**config.mk**
```make
export PLATFORM = sky130hd
export DESIGN_NAME = store_ctrl_flat
export DESIGN_NICKNAME = d
export VERILOG_FILES = /design/src/rtl/store_ctrl_if.sv /design/src/rtl/store_ctrl.sv /design/src/flat_wrapper.sv
export SDC_FILE = /design/constraint.sdc
export NUM_CORES = 1
export LEC_CHECK = 0
export CAP_MARGIN = 20
export CORE_ASPECT_RATIO = 1.4
export CORE_MARGIN = 5
export CORE_UTILIZATION = 35
export CTS_BUF_LIST = sky130_fd_sc_hd__clkbuf_8
export DETAILED_ROUTE_END_ITERATION = 12
export HOLD_SLACK_MARGIN = 0.05
export PLACE_DENSITY_LB_ADDON = 0.3
export SLEW_MARGIN = 40
export SYNTH_ARGS = -nofsm -noshare
export SYNTH_HDL_FRONTEND = slang
export SYNTH_SLANG_ARGS = --single-unit
```
**constraint.sdc**
```tcl
create_clock -name clk -period 5.85 [get_ports clk]
set_input_delay 1.17 -clock clk [delete_from_list [all_inputs] [get_ports clk]]
set_output_delay 1.17 -clock clk [all_outputs]
set_load 0.005 [all_outputs]
```
**src/rtl/store_ctrl_if.sv**
```systemverilog
// Store-path bundle: execute-stage store port, data-memory write port and load-hazard probe.
interface store_ctrl_if #(
  parameter int unsigned DEPTH = 4
);
  localparam int unsigned CW = $clog2(DEPTH) + 1;

  logic          st_valid;
  logic          st_ready;
  logic [31:0]   st_addr;
  logic [31:0]   st_data;
  logic          sb_en;
  logic          sh_en;
  logic          sw_en;
  logic          st_err;
  logic          mem_req;
  logic          mem_ack;
  logic [31:0]   mem_addr;
  logic [31:0]   mem_wdata;
  logic [3:0]    mem_bmask;
  logic [31:0]   ld_addr;
  logic          ld_hazard;
  logic [CW-1:0] count;
  logic          empty;

  // Core/memory side
  modport master (
    output st_valid, st_addr, st_data, sb_en, sh_en, sw_en, mem_ack, ld_addr,
    input  st_ready, st_err, mem_req, mem_addr, mem_wdata, mem_bmask, ld_hazard, count, empty
  );

  // Controller side
  modport slave (
    input  st_valid, st_addr, st_data, sb_en, sh_en, sw_en, mem_ack, ld_addr,
    output st_ready, st_err, mem_req, mem_addr, mem_wdata, mem_bmask, ld_hazard, count, empty
  );
endinterface

```
**src/rtl/store_ctrl.sv**
```systemverilog
// Store-path controller: aligns stores into byte lanes, queues them in order and drains over req/ack.
// Define STORE_HAZARD_EN to build the load-vs-pending-store word comparators on ld_hazard.
module store_ctrl #(
  parameter int unsigned DEPTH = 4
) (
  input logic         clk,
  input logic         rst,
  store_ctrl_if.slave bus
);
  localparam int unsigned AW = $clog2(DEPTH);
  localparam int unsigned CW = AW + 1;

  typedef enum logic {IDLE, ISSUE} state_t;

  typedef struct packed {
    logic [29:0] word;
    logic [31:0] data;
    logic [3:0]  mask;
  } entry_t;

  entry_t        q [DEPTH];
  logic [AW-1:0] head;
  logic [AW-1:0] tail;
  logic [CW-1:0] count;
  state_t        state;
  logic          mem_req_q;
  logic [31:0]   mem_addr_q;
  logic [31:0]   mem_wdata_q;
  logic [3:0]    mem_bmask_q;
  logic          st_err_q;

  logic [2:0]    sel;
  logic          sel_ok;
  logic          align_ok;
  logic          legal;
  logic          ready;
  logic          push;
  logic          reject;
  logic          pop;
  entry_t        in_e;
  logic          load;
  entry_t        load_e;
  logic [AW-1:0] head_nx;

  // Lane alignment and legality of the incoming store
  always_comb begin
    sel      = {bus.sb_en, bus.sh_en, bus.sw_en};
    sel_ok   = (sel == 3'b100) || (sel == 3'b010) || (sel == 3'b001);
    align_ok = 1'b1;
    in_e     = '{word: bus.st_addr[31:2], data: bus.st_data, mask: 4'b1111};
    if (bus.sb_en) begin
      in_e.data = {4{bus.st_data[7:0]}};
      in_e.mask = 4'b0001 << bus.st_addr[1:0];
    end else if (bus.sh_en) begin
      in_e.data = {2{bus.st_data[15:0]}};
      in_e.mask = bus.st_addr[1] ? 4'b1100 : 4'b0011;
      align_ok  = !bus.st_addr[0];
    end else begin
      align_ok  = (bus.st_addr[1:0] == 2'b00);
    end
    legal = sel_ok && align_ok;
  end

  assign ready   = !rst && (count < CW'(DEPTH));
  assign push    = bus.st_valid && ready && legal;
  assign reject  = bus.st_valid && ready && !legal;
  assign pop     = (state == ISSUE) && bus.mem_ack;
  assign head_nx = head + AW'(1);

  // Pick the entry presented next; a same-cycle push covers an otherwise empty queue
  always_comb begin
    load   = 1'b0;
    load_e = in_e;
    if (state == IDLE) begin
      if (count != '0) begin
        load   = 1'b1;
        load_e = q[head];
      end else if (push) begin
        load   = 1'b1;
      end
    end else if (pop) begin
      if (count > CW'(1)) begin
        load   = 1'b1;
        load_e = q[head_nx];
      end else if (push) begin
        load   = 1'b1;
      end
    end
  end

  always_ff @(posedge clk) begin
    if (push) q[tail] <= in_e;
  end

  always_ff @(posedge clk) begin
    if (rst) begin
      head        <= '0;
      tail        <= '0;
      count       <= '0;
      state       <= IDLE;
      mem_req_q   <= 1'b0;
      mem_addr_q  <= '0;
      mem_wdata_q <= '0;
      mem_bmask_q <= '0;
      st_err_q    <= 1'b0;
    end else begin
      st_err_q <= reject;
      count    <= count + CW'(push) - CW'(pop);
      if (push) tail <= tail + AW'(1);
      if (pop)  head <= head_nx;
      if (load) begin
        state       <= ISSUE;
        mem_req_q   <= 1'b1;
        mem_addr_q  <= {load_e.word, 2'b00};
        mem_wdata_q <= load_e.data;
        mem_bmask_q <= load_e.mask;
      end else if (pop) begin
        state     <= IDLE;
        mem_req_q <= 1'b0;
      end
    end
  end

`ifdef STORE_HAZARD_EN
  logic hazard;
  logic unused_ld;

  // Word match against every held entry, the in-flight head included
  always_comb begin
    hazard = 1'b0;
    for (int unsigned i = 0; i < DEPTH; i++) begin
      if ((CW'(i) < count) && (q[head + AW'(i)].word == bus.ld_addr[31:2])) hazard = 1'b1;
    end
  end

  assign bus.ld_hazard = hazard;
  assign unused_ld     = ^bus.ld_addr[1:0];
`else
  logic unused_ld;

  assign bus.ld_hazard = 1'b0;
  assign unused_ld     = ^bus.ld_addr;
`endif

  assign bus.st_ready  = ready;
  assign bus.st_err    = st_err_q;
  assign bus.mem_req   = mem_req_q;
  assign bus.mem_addr  = mem_addr_q;
  assign bus.mem_wdata = mem_wdata_q;
  assign bus.mem_bmask = mem_bmask_q;
  assign bus.count     = count;
  assign bus.empty     = (count == '0);
endmodule
```
**src/flat_wrapper.sv**
```systemverilog
// flat-port wrapper written by rule: the top's interface ports become plain ports
module store_ctrl_flat 
#(
  parameter int unsigned DEPTH = 4
)
  (clk, rst, bus_st_valid, bus_st_addr, bus_st_data, bus_sb_en, bus_sh_en, bus_sw_en, bus_mem_ack, bus_ld_addr, bus_st_ready, bus_st_err, bus_mem_req, bus_mem_addr, bus_mem_wdata, bus_mem_bmask, bus_ld_hazard, bus_count, bus_empty);
  store_ctrl_if #(.DEPTH(DEPTH)) bus_i ();
  input logic clk;
  input logic rst;
  input wire logic [$bits(bus_i.st_valid)-1:0] bus_st_valid;
  input wire logic [$bits(bus_i.st_addr)-1:0] bus_st_addr;
  input wire logic [$bits(bus_i.st_data)-1:0] bus_st_data;
  input wire logic [$bits(bus_i.sb_en)-1:0] bus_sb_en;
  input wire logic [$bits(bus_i.sh_en)-1:0] bus_sh_en;
  input wire logic [$bits(bus_i.sw_en)-1:0] bus_sw_en;
  input wire logic [$bits(bus_i.mem_ack)-1:0] bus_mem_ack;
  input wire logic [$bits(bus_i.ld_addr)-1:0] bus_ld_addr;
  output wire logic [$bits(bus_i.st_ready)-1:0] bus_st_ready;
  output wire logic [$bits(bus_i.st_err)-1:0] bus_st_err;
  output wire logic [$bits(bus_i.mem_req)-1:0] bus_mem_req;
  output wire logic [$bits(bus_i.mem_addr)-1:0] bus_mem_addr;
  output wire logic [$bits(bus_i.mem_wdata)-1:0] bus_mem_wdata;
  output wire logic [$bits(bus_i.mem_bmask)-1:0] bus_mem_bmask;
  output wire logic [$bits(bus_i.ld_hazard)-1:0] bus_ld_hazard;
  output wire logic [$bits(bus_i.count)-1:0] bus_count;
  output wire logic [$bits(bus_i.empty)-1:0] bus_empty;
  assign bus_i.st_valid = bus_st_valid;
  assign bus_i.st_addr = bus_st_addr;
  assign bus_i.st_data = bus_st_data;
  assign bus_i.sb_en = bus_sb_en;
  assign bus_i.sh_en = bus_sh_en;
  assign bus_i.sw_en = bus_sw_en;
  assign bus_i.mem_ack = bus_mem_ack;
  assign bus_i.ld_addr = bus_ld_addr;
  assign bus_st_ready = bus_i.st_ready;
  assign bus_st_err = bus_i.st_err;
  assign bus_mem_req = bus_i.mem_req;
  assign bus_mem_addr = bus_i.mem_addr;
  assign bus_mem_wdata = bus_i.mem_wdata;
  assign bus_mem_bmask = bus_i.mem_bmask;
  assign bus_ld_hazard = bus_i.ld_hazard;
  assign bus_count = bus_i.count;
  assign bus_empty = bus_i.empty;
  store_ctrl #(.DEPTH(DEPTH)) u_core (.clk(clk), .rst(rst), .bus(bus_i));
endmodule
```
==> metrics.md, run 1 <==
| Metric | Value |
|---|---|
| I/O Pins | `179` |
| Max Cap Viol | `0` |
| CTS tree | `done` |
| WHS | `474 ps` |
| Initial antenna violation count | `4` |
| Critical Path Start Type | `register` |
| Detailed Route WL | `50,800 microns` |
| Core Region | `48,000 sq um` |
| DRC viols | `0` |
| Die H | `271 microns` |
| Synthesized area per cell | `13.9 sq um` |
| Antenna Nets Post-Route | `0` |
| Die area | `about 53,000 sq um` |
| Seq/Total Area, Yosys | `between 50% and 60%` |
| Vias in the first global route | `12,600` |
| Post-cts repair resize count | `0` |
| PortBufs | `about 140` |
| Crit path largest cell delay | `630 ps` |
| Worst Tran Pin Value | `801 ps` |
| Slew headroom | `46.0%` |
| Crit-path slowest cell | `clkdlybuf4s50_1` |
| Placed wire-length estimate | `between 20,000 and 30,000 microns` |
| Outcome | `finished, final reports clean` |
| Share of layout cells above drive strength 1 | `about a quarter` |
| Synth async-reset ratio | `0%` |
| Worst endpoint required time | `4680 ps` |
| Initial core utilization | `a little over a third` |
| Post-synthesis cell count | `1,224` |
| First-pass GRT wire length | `76,600 microns` |
| Drt initial violations | `~1,000` |
| Most frequent cells in the layout | `edfxtp_1, clkdlybuf4s50_1, mux4_2` |
| Area Overhead vs Synth | `18.9%` |
| Postcts setup bufs | `0` |
| Total CTS buffers | `55` |
| # setup viols final | `0` |
| Commonest non-fill, non-tap cell in the layout | `edfxtp_1` |
| PD cells | `between 400 and 500 nW/um^2` |
| FF+latch count, synth | `341` |
| Worst EP arrival | `2660 ps` |
| Avg WL per Cell | `roughly 25 microns` |
| First-pass DRT Iterations | `5` |
| Mapped cell area | `17,000 sq um` |
| H-tree Lvls | `2` |
| Pins Over Slew Limit | `0` |
| VDD IR max | `slightly above 300 uV` |
| Post-synth EDFFs | `264` |
| GRT overflow | `0` |
| Crit share post-route | `65.4%` |
| Layout Skew | `24.4 ps` |
| GPL Wtd Cong | `0.729` |
| CTS Buffer Depth | `3` |
| CTS Hold Bufs | `0` |
| Hold Crit Class | `register to register` |
| Largest net degree at the start of global routing | `71` |
| Yosys cell types | `49` |
| Crit Path Category | `register to primary output` |
| Crit path cell chain | `or3_2, inv_2, clkdlybuf4s50_1` |
| Setup slack, reg-to-reg | `2930 ps` |
| Final #Nets | `1,446` |
| Achievable Freq | `~260 MHz` |
| Reg clk slew, reported paths | `roughly 60 ps` |
| Clock sink count | `341` |
| Endpoints failing hold | `0` |
| Vias | `11,800` |
| Via density | `5.86` |
| Yosys Warn Count | `0` |
| Static Leak | `around 6.3 nW` |
| Largest fanout on the critical path | `20` |
| Chip Width | `196 microns` |
| Post-Route Setup TNS | `0 ps` |
| Total track usage | `a little under a fifth` |
| RSZ-0062 raised after global routing | `no` |
| Crit. End Element | `primary output` |
| Min Tclk post-route | `3830 ps` |
| CTS Root Cell | `clkbuf_8` |
| Rows | `95` |
| Ys flop type | `edfxtp_1` |
| Worst skew pair latency | `610 ps` |
==> final cells by class <==
class / count / area, sq um
sequential: 341 / 9490
clock buffer: 65 / 895
fill: 4405 / 27800
timing repair buffer: 176 / 1730
clock inverter: 38 / 220
antenna: 3 / 7.51
inverter: 18 / 67.6
tap: 630 / 788
multi-input combinational: 742 / 6990
==> path summary, 6_finish.rpt <==
kind / from / to / depth (start not counted)
worst max register to register: u_core.bus.count[1] / u_core.bus.mem_wdata[7] / 7
worst max-delay path: u_core.bus.count[1] / bus_empty / 3
worst min-delay path: u_core.bus.mem_addr[14] / u_core.bus.mem_addr[14] / 2
worst min register to register: u_core.bus.mem_addr[14] / u_core.bus.mem_addr[14] / 2
==> layer usage <==
layer | global-route usage (%) | vias to the layer above | wire (microns)
met5 | 0 | - | 7
met4 | 6.23 | 2 | 1380
met3 | 2.76 | 91 | 3110
met2 | 33.8 | 483 | 26800
met1 | 22.8 | 6075 | 19600
li1 | - | 5149 | -
==> metrics by stage <==
stage          cells  cell area [sq um]  util, %  power (mW)  worst slack (ps)
3_3_place_gp    1904              19000     39.5        6.19              1460
3_5_place_dp    1906              19000     39.6        6.28              1790
6_report        2013              20200     42.0        8.31              2020
2_1_floorplan   1226              17000        -        5.07              2140
5_1_grt         2012              20200     42.0        8.75              1970
4_1_cts         2009              20200     42.0        8.37              2000
==> kinds of logic after synthesis <==
kind of cell | count (synthesis) | share of synthesized area, %
AO/OA/AOI/OAI | 307 | 13.0
AND/OR/NAND/NOR | 271 | 8.10
multiplexers | 148 | 18.5
XOR/XNOR | 4 | 0.206
adder cells (fa/ha/maj) | 9 | 0.708
other | 1 | 0.0221
buffers and inverters | 143 | 3.68
flip-flops | 341 | 55.8
==> Yosys cell counts, types with 2 or more instances <==
cell type	number	area, sq um
a211oi_1	29	218
a21oi_1	82	410
a31o_2	28	245
a32oi_1	38	333
and2_1	28	175
and3_1	4	25.0
buf_1	10	37.5
buf_2	27	135
buf_4	8	60.1
buf_6	3	33.8
clkbuf_1	76	285
dfxtp_1	77	1540
edfxtp_1	264	7930
ha_1	8	100
inv_1	18	67.6
mux2_2	8	90.1
mux2i_1	8	80.1
mux4_2	132	2970
nand2_1	109	409
nand2b_1	2	12.5
nand3_1	39	195
nand4_1	38	238
nor2_1	11	41.3
nor2b_1	30	188
o21ai_0	55	275
o21ai_1	2	10.0
o2bb2ai_1	9	78.8
o2bb2ai_2	19	285
o31ai_1	38	285
or3_1	3	18.8
xnor2_1	2	17.5
xor2_1	2	17.5
==> registers in the layout, indices dropped and copies added (netlist names), named ones only <==
name,cells
u_core.q,264
u_core.bus.mem_wdata,32
u_core.bus.mem_addr,30
u_core.bus.mem_bmask,4
u_core.bus.count,3
u_core.head,2
u_core.tail,2
u_core.bus.mem_req,1
u_core.bus.st_err,1
==> power by group <==
part           leakage, nW  total [mW]  internal [mW]  switching [mW]
logic                 2.67        3.27           1.33            1.94
clock network        0.644        2.08           1.10           0.976
registers             3.02        2.97           2.78           0.188
==> critical path: cells and delay by family (launching register included) <==
family	cells	cell delay [ps]
flops	1	390
simple gates	1	560
buf+inv	2	1100
Power figures use the tool's default switching activity.
==> run 2: changes to the inputs <==
Clock period 5.85 ns to 3.5 ns, I/O delays scaled along.
==> metrics.md, run 2 (synthesis results as in run 1) <==
| Metric | Value |
|---|---|
| Die area | `53,100 sq um` |
| Crit share post-route | `87.0%` |
| H-tree Lvls | `2` |
| Worst skew pair latency | `630 ps` |
| Chip Width | `196 microns` |
| Via density | `5.87` |
| Min Tclk post-route | `3050 ps` |
| Rows | `95` |
| Sw power | `5.16 mW` |
| Avg WL per Cell | `24.7 microns` |
| PortBufs | `143` |
| Crit-path slowest cell | `or3_2` |
| Post-cts repair resize count | `0` |
| GRT overflow | `0` |
| Initial antenna violation count | `3` |
| CTS tree | `done` |
| Largest net degree at the start of global routing | `127` |
| Sequential share of power | `35.2%` |
| Buf/Inv on CP | `2` |
| Switching Share | `36.9%` |
| CTS Hold Bufs | `0` |
| Vias | `11,900` |
| DRC viols | `0` |
| PD cells | `685 nW/um^2` |
| Worst endpoint required time | `between 2000 and 3000 ps` |
| CTS Root Cell | `clkbuf_8` |
| Layout Skew | `40.2 ps` |
| Share of total power in the clock network | `24.8%` |
| I/O Pins | `179` |
| CTS Buffer Depth | `3` |
| Max Cap Viol | `0` |
| Total CTS buffers | `55` |
| Clock sink count | `341` |
| Reg clk slew, reported paths | `60 ps` |
| Placed wire-length estimate | `30,300 microns` |
| VDD IR max | `578 uV` |
| Total track usage | `a little under a fifth` |
| Share of layout cells above drive strength 1 | `24.2%` |
| Int Pwr | `8.83 mW` |
| # setup viols final | `0` |
| # fillers | `between 4,000 and 5,000` |
| Outcome | `finished, final reports clean` |
| Endpoints failing hold | `0` |
| RSZ-0062 raised after global routing | `no` |
| Comb power frac | `between 30% and 40%` |
| Crit path largest cell delay | `680 ps` |
| Detailed Route WL | `roughly 50,000 microns` |
| Pins Over Slew Limit | `0` |
| Worst EP arrival | `2350 ps` |
| Worst setup margin | `454 ps` |
| Drt initial violations | `929` |
| First-pass DRT Iterations | `5` |
| Worst slack, placed | `361 ps` |
| Antenna Nets Post-Route | `0` |
| Area Overhead vs Synth | `20.3%` |
| Die H | `roughly 270 microns` |
| Crit path cell chain | `or3_2, inv_2, clkdlybuf4s50_1` |
| Static Leak | `between 6 and 7 nW` |
| Vias in the first global route | `12,400` |
| Worst Tran Pin Value | `838 ps` |
| Slew headroom | `43.5%` |
| Max FFs per register | `264` |
| Commonest non-fill, non-tap cell in the layout | `edfxtp_1` |
| Initial core utilization | `a little over a third` |
| First-pass GRT wire length | `roughly 76,000 microns` |
| Most flops, register | `u_core.q` |
| Crit Path Category | `register to primary output` |
| Hold Crit Class | `register to register` |
| Crit. End Element | `primary output` |
| Post-Route Setup TNS | `0 ps` |
| Critical Path Start Type | `register` |
| Most frequent cells in the layout | `edfxtp_1, clkdlybuf4s50_1, mux4_2` |
| Achievable Freq | `approximately 330 MHz` |
| Final #Nets | `1,465` |
| GPL Wtd Cong | `0.759` |
| Largest fanout on the critical path | `8` |
| Postcts setup bufs | `0` |
| Top delay family on crit path | `simple AND/OR/NAND/NOR gates` |
| Pwr Total | `14.0 mW` |
| Core Region | `just under 50,000 sq um` |
-- run 2: power by group through the flow --
stage	sequential [mW]	clock, mW	combinational [mW]
CTS	4.94	3.58	5.58
floorplan	4.84	0	3.62
finish	4.93	3.48	5.58
detailed placement	5.02	0	5.56
global route	4.97	3.76	6.00
global placement	5.02	0	5.50
-- run 2: metal layers --
layer	routed length, microns	global-route usage [%]
met1	19300	22.5
met2	26300	33.1
met3	3030	2.78
met4	1480	6.18
met5	18	0
-- run 2: layout make-up --
cell class / instances / area (sq um) / area share, %
sequential: 341 / 9490 / 46.5
multi-input combinational: 742 / 6970 / 34.1
timing repair buffer: 195 / 1980 / 9.72
clock buffer: 59 / 812 / 3.98
tap: 630 / 788 / 3.86
clock inverter: 44 / 303 / 1.48
inverter: 18 / 67.6 / 0.331
antenna: 2 / 5.00 / 0.0245
-- run 2: path summary, 6_finish.rpt --
kind	from	to	slack [ps]	cells after the start
min reg2reg	u_core.bus.mem_addr[12]	u_core.bus.mem_addr[12]	470	2
max	u_core.bus.count[1]	bus_empty	450	3
max reg2reg	u_core.bus.count[1]	u_core.bus.mem_wdata[19]	840	8
min	u_core.bus.mem_addr[12]	u_core.bus.mem_addr[12]	470	2
-- run 2: worst reg2reg max path, delay by kind of cell, from the launching register on --
kind / cells / cell delay [ps]
simple gates: 1 / 100
buf+inv: 2 / 570
compound gates: 4 / 1080
flops: 1 / 520
fa+ha+maj: 1 / 260
-- run 2: through the flow --
step                std cells  area [sq um]  util, %  hold slack (ps)
floorplan                1226         17000        -              470
global placement         1925         19300     40.1              461
detailed placement       1925         19300     40.1              467
CTS                      2028         20400     42.4              474
global route             2030         20400     42.5              490
finish                   2031         20400     42.5              475
